$ cat src/rtl/reg_readout.sv
// Readout transmitter: snapshots R0..R2 on start and streams 12 data bytes
// plus an XOR checksum byte over a valid/ready byte link.
module reg_readout (
    input  logic        clk,
    input  logic        res,
    input  logic        start,
    input  logic [31:0] r0in,
    input  logic [31:0] r1in,
    input  logic [31:0] r2in,
    output logic [7:0]  dout,
    output logic        dvalid,
    input  logic        dready,
    output logic [3:0]  idx,
    output logic        busy,
    output logic        done
);

    localparam int          W         = 32;
    localparam int          NBYTES    = 3 * (W / 8) + 1;
    localparam logic [3:0]  LAST_IDX  = 4'(NBYTES - 1);

    typedef enum logic [1:0] {
        IDLE,
        SEND,
        DONE
    } state_t;

    state_t          state, state_n;
    logic [3*W-1:0]  shreg;
    logic [7:0]      csum;
    logic [3:0]      cnt;
    logic            accept;
    logic            last;

    assign accept = (state == SEND) && dready;
    assign last   = (cnt == LAST_IDX);

    // NOTE: every variable written here gets a default first, so no path
    // leaves it unassigned and no latch is inferred.
    always_comb begin
        state_n = state;
        case (state)
            IDLE:    if (start) state_n = SEND;
            SEND:    if (accept && last) state_n = DONE;
            DONE:    state_n = IDLE;
            default: state_n = IDLE;
        endcase
    end

    // NOTE: sequential state uses non-blocking assignments so every register
    // samples pre-edge values regardless of statement order.
    always_ff @(posedge clk or negedge res) begin
        if (!res) begin
            state <= IDLE;
        end else begin
            state <= state_n;
        end
    end

    // Shift register is reset too: an abandoned frame must leave no residue.
    always_ff @(posedge clk or negedge res) begin
        if (!res) begin
            shreg <= '0;
            csum  <= '0;
            cnt   <= '0;
        end else if (state == IDLE && start) begin
            shreg <= {r2in, r1in, r0in};
            csum  <= '0;
            cnt   <= '0;
        end else if (accept) begin
            shreg <= shreg >> 8;
            if (!last) begin
                csum <= csum ^ shreg[7:0];
            end
            cnt <= cnt + 4'd1;
        end
    end

    // Outputs decode registered state only; dready and start never reach them.
    always_comb begin
        dvalid = (state == SEND);
        busy   = (state != IDLE);
        done   = (state == DONE);
        idx    = (state == SEND) ? cnt : 4'd0;
        dout   = 8'd0;
        if (state == SEND) begin
            dout = last ? csum : shreg[7:0];
        end
    end

endmodule

$ cat config.mk
export PLATFORM = sky130hd
export DESIGN_NAME = reg_readout
export DESIGN_NICKNAME = d
export VERILOG_FILES = /design/src/rtl/reg_readout.sv
export SDC_FILE = /design/constraint.sdc
export NUM_CORES = 1
export LEC_CHECK = 0
export CAP_MARGIN = 20
export CORE_MARGIN = 2
export CORE_UTILIZATION = 30
export DETAILED_ROUTE_END_ITERATION = 7
export PLACE_DENSITY = 0.56
export SYNTH_ARGS = -nofsm -noshare
export SYNTH_HDL_FRONTEND = slang
export SYNTH_SLANG_ARGS = --single-unit
$ cat constraint.sdc
create_clock -name clk -period 1.75 [get_ports clk]
set_clock_uncertainty 0.1 [all_clocks]
set_input_delay 0.175 -clock clk [delete_from_list [all_inputs] [get_ports clk]]
set_output_delay 0.175 -clock clk [all_outputs]
set_load 0.01 [all_outputs]
==> impl_metrics.toml <==
[run_status]
outcome = "finished, violations left"
violations = "setup timing"

[timing]
min_period_over_period = 1.03
grt_setup_unrepaired = "yes"
setup_violations = 8
fin_tns_setup_ns = -0.294
final_max_slew_viol_count = 0
hold_viol = 0
maxSlewHeadroom = 0.777
post-route-min-period_ns = 1.80
fmax_mhz = 555
worst_pin_slew_ns = 0.334
fin_ws_ns = -0.0518

[routing]
routed_via_density = 4.94
antenna_left = 0
drc_errors = 0
vias = 3984
first_pass_iters = 5
wl_per_cell_um = 16.3
wl_um = 13200
drt_iter0_drc = 242

[die]
floorplan.rows = 47
initial_utilization = 0.306
io_pins = 115
die_x_um = 134
die_h_um = 134
die-area_um2 = 17900
fp.coreArea_um2 = 16500

[worst_setup_path]
critPathMaxFanout = 4
slowest_delay_ns = 0.39
crit_chain = "inv_2 -> ha_4 -> and3_4 -> nand2_1 -> a21oi_1 -> buf_2"
r2r_end = "shreg[77]"
crit_path_end_kind = "primary output"
worstRegToRegCells = 5
arrival_ns = 1.53
cp_slowest_cell = "dfrtp_1"
required_ns = 1.47
reg2reg_from = "state[0]"
crit_type = "reg -> out"
cp-start-kind = "register"
rrSetupSlack_ns = 0.08

[clock_tree]
numCtsBuffers = 9
cts_tree = "yes"
cts_sinks = 110
cts_root_buf = "clkbuf_16"
clock_latency_ns = 0.35
cts_max_path_buffers = 2
cts.reportedPaths.clkPinSlew_ns = 0.07
htreeDepth = 3

[global_route]
antenna_found_initial = 0
grt_max_degree = 60
grt_pass1_wl_um = 21400
track_usage = 0.151
grt_pass1_vias = 4111
grt-ovfl-total = 0

[synth]
syn_area_um2 = 5060
synth_ff_type = "dfrtp_1"
yosysSeqAreaShare = 0.544
async_flop_share = 1.00
yosys.cell_types.count = 28
postSynthCellCount = 459
synth_warnings = 0
netlist_top_cells_count = "110 x dfrtp_1, 74 x a22o_1, 66 x a21o_1"
netlist.area_leader.share = 0.544
synth.area.top_cells = "dfrtp_1 54%, a22o_1 13%, a21o_1 9.8%, a21oi_1 5.4%, buf_6 4.4%"
synth_edf_count = 0
avgSynthCellArea_um2 = 11.0
yosysMostFrequentCell = "dfrtp_1"
ys_ff_latch = 110
syn-num-nets = 561
yosys.area.top_type = "dfrtp_1"

[final_layout]
post-route-util = 0.416
diodes = 0
finalNetCount = 684
syn2layout_area_growth_pct = 35.7
layout-drive-gt1-share = 0.140

[placed_design]
gp_congestion = 0.810
port_buffers = 114
hpwl_um = 8910

[worst_hold_path]
hold_path_class = "in -> async"

[pwr]
cellPowerDensity_nw_per_um2 = 1550
peakVddDrop_mv = 0.596
p_leak_nw = 3.45

[run]
maxCapViolations = 0
==> metal layers <==
metal  vias to the layer above  track usage  wire (um)
met3                        18       0.0465        640
met2                        99        0.244       6390
met4                         0       0.0496        212
met5                         -            0          0
met1                      1965        0.195       5940
li1                       1902            -          -
==> report_power, final <==
group / switching (mW) / total [mW] / internal (mW) / leakage, nW
Sequential: 0.807 / 4.54 / 3.74 / 1.40
Combinational: 1.82 / 4.01 / 2.19 / 1.91
Clock: 0.908 / 2.06 / 1.15 / 0.144
==> flip-flops by register name, indices dropped and copies added, names as in the netlist <==
name,cells
cnt,4
csum,8
shreg,96
state,2
==> layout make-up <==
| class | count | area (um2) |
|---|---|---|
| clock buffers | 13 | 250 |
| clock inverters | 3 | 43.8 |
| fillers | 1618 | 9650 |
| inverters | 4 | 15.0 |
| multi-input cells | 307 | 2050 |
| flip-flops and latches | 110 | 2750 |
| well taps | 220 | 275 |
| repair buffers | 150 | 1480 |
==> critical path: cells and delay by family (launching register included) <==
kind            cells  cell delay, ns
simple gates        2            0.28
buf+inv             2            0.24
compound gates      1            0.13
fa+ha+maj           1            0.15
flops               1            0.39
==> worst max-delay path by stage <==
| stage | slack [ns] | to | cells past startpoint | from |
|---|---|---|---|---|
| 2_1_floorplan | 0.05 | dout[0] | 6 | cnt[0] |
| 3_3_place_gp | -0.18 | dout[0] | 6 | cnt[0] |
| 3_5_place_dp | -0.32 | dout[2] | 6 | cnt[0] |
| 4_1_cts | -0.16 | dout[0] | 6 | cnt[1] |
| 5_1_grt | -0.13 | dout[7] | 6 | cnt[1] |
| 6_report | -0.05 | dout[0] | 6 | cnt[1] |
==> placed cells by master, fill, tap and decap left out, types with 2 or more instances in the layout <==
cell               n
inv_2              2
nand2_2            3
clkdlybuf4s50_1   98
dfrtp_1          109
nor2_1            24
buf_4             25
a21o_1            66
nand3_1            9
clkbuf_16          9
mux2i_1            9
inv_1              2
buf_6              2
nand2_1           46
a22o_1            74
and3_4             2
dlygate4sd2_1      4
buf_12             9
a21oi_2            5
and2_1             2
nor2_2             2
a21oi_1           50
buf_2              9
clkbuf_1           3
==> cell families (layout without fill, tap and decap cells) <==
logic type               count (synthesis)  in the layout  synth area share
multiplexers                             9              9            0.0178
AO/OA/AOI/OAI                          197            197             0.282
adder cells (fa/ha/maj)                  2              2           0.00494
flip-flops                             110            110             0.544
AND/OR/NAND/NOR                         98             99            0.0840
buffers and inverters                   43            170            0.0672
==> stage by stage <==
step	cells	hold slack [ns]	worst slack (ns)	area [um2]	power [mW]
floorplan	459	-0.221	0.0496	5060	7.09
global placement	784	0.103	-0.184	6500	8.43
detailed placement	784	0.103	-0.321	6500	8.57
CTS	803	0.270	-0.161	6820	10.7
global route	807	0.287	-0.128	6870	11.4
finish	807	0.259	-0.0518	6870	10.6
==> repair_timing <==
action | 4_1_cts | 5_1_grt
hold endpoints to repair | 110 | 0
gates cloned | 1 | 0
hold buffers | 1 | 0
setup buffers | 1 | 4
gates resized for setup | 54 | 13
setup endpoints to repair | 15 | 13
pin swaps | 1 | 2
(Power assumes the default switching activity.)
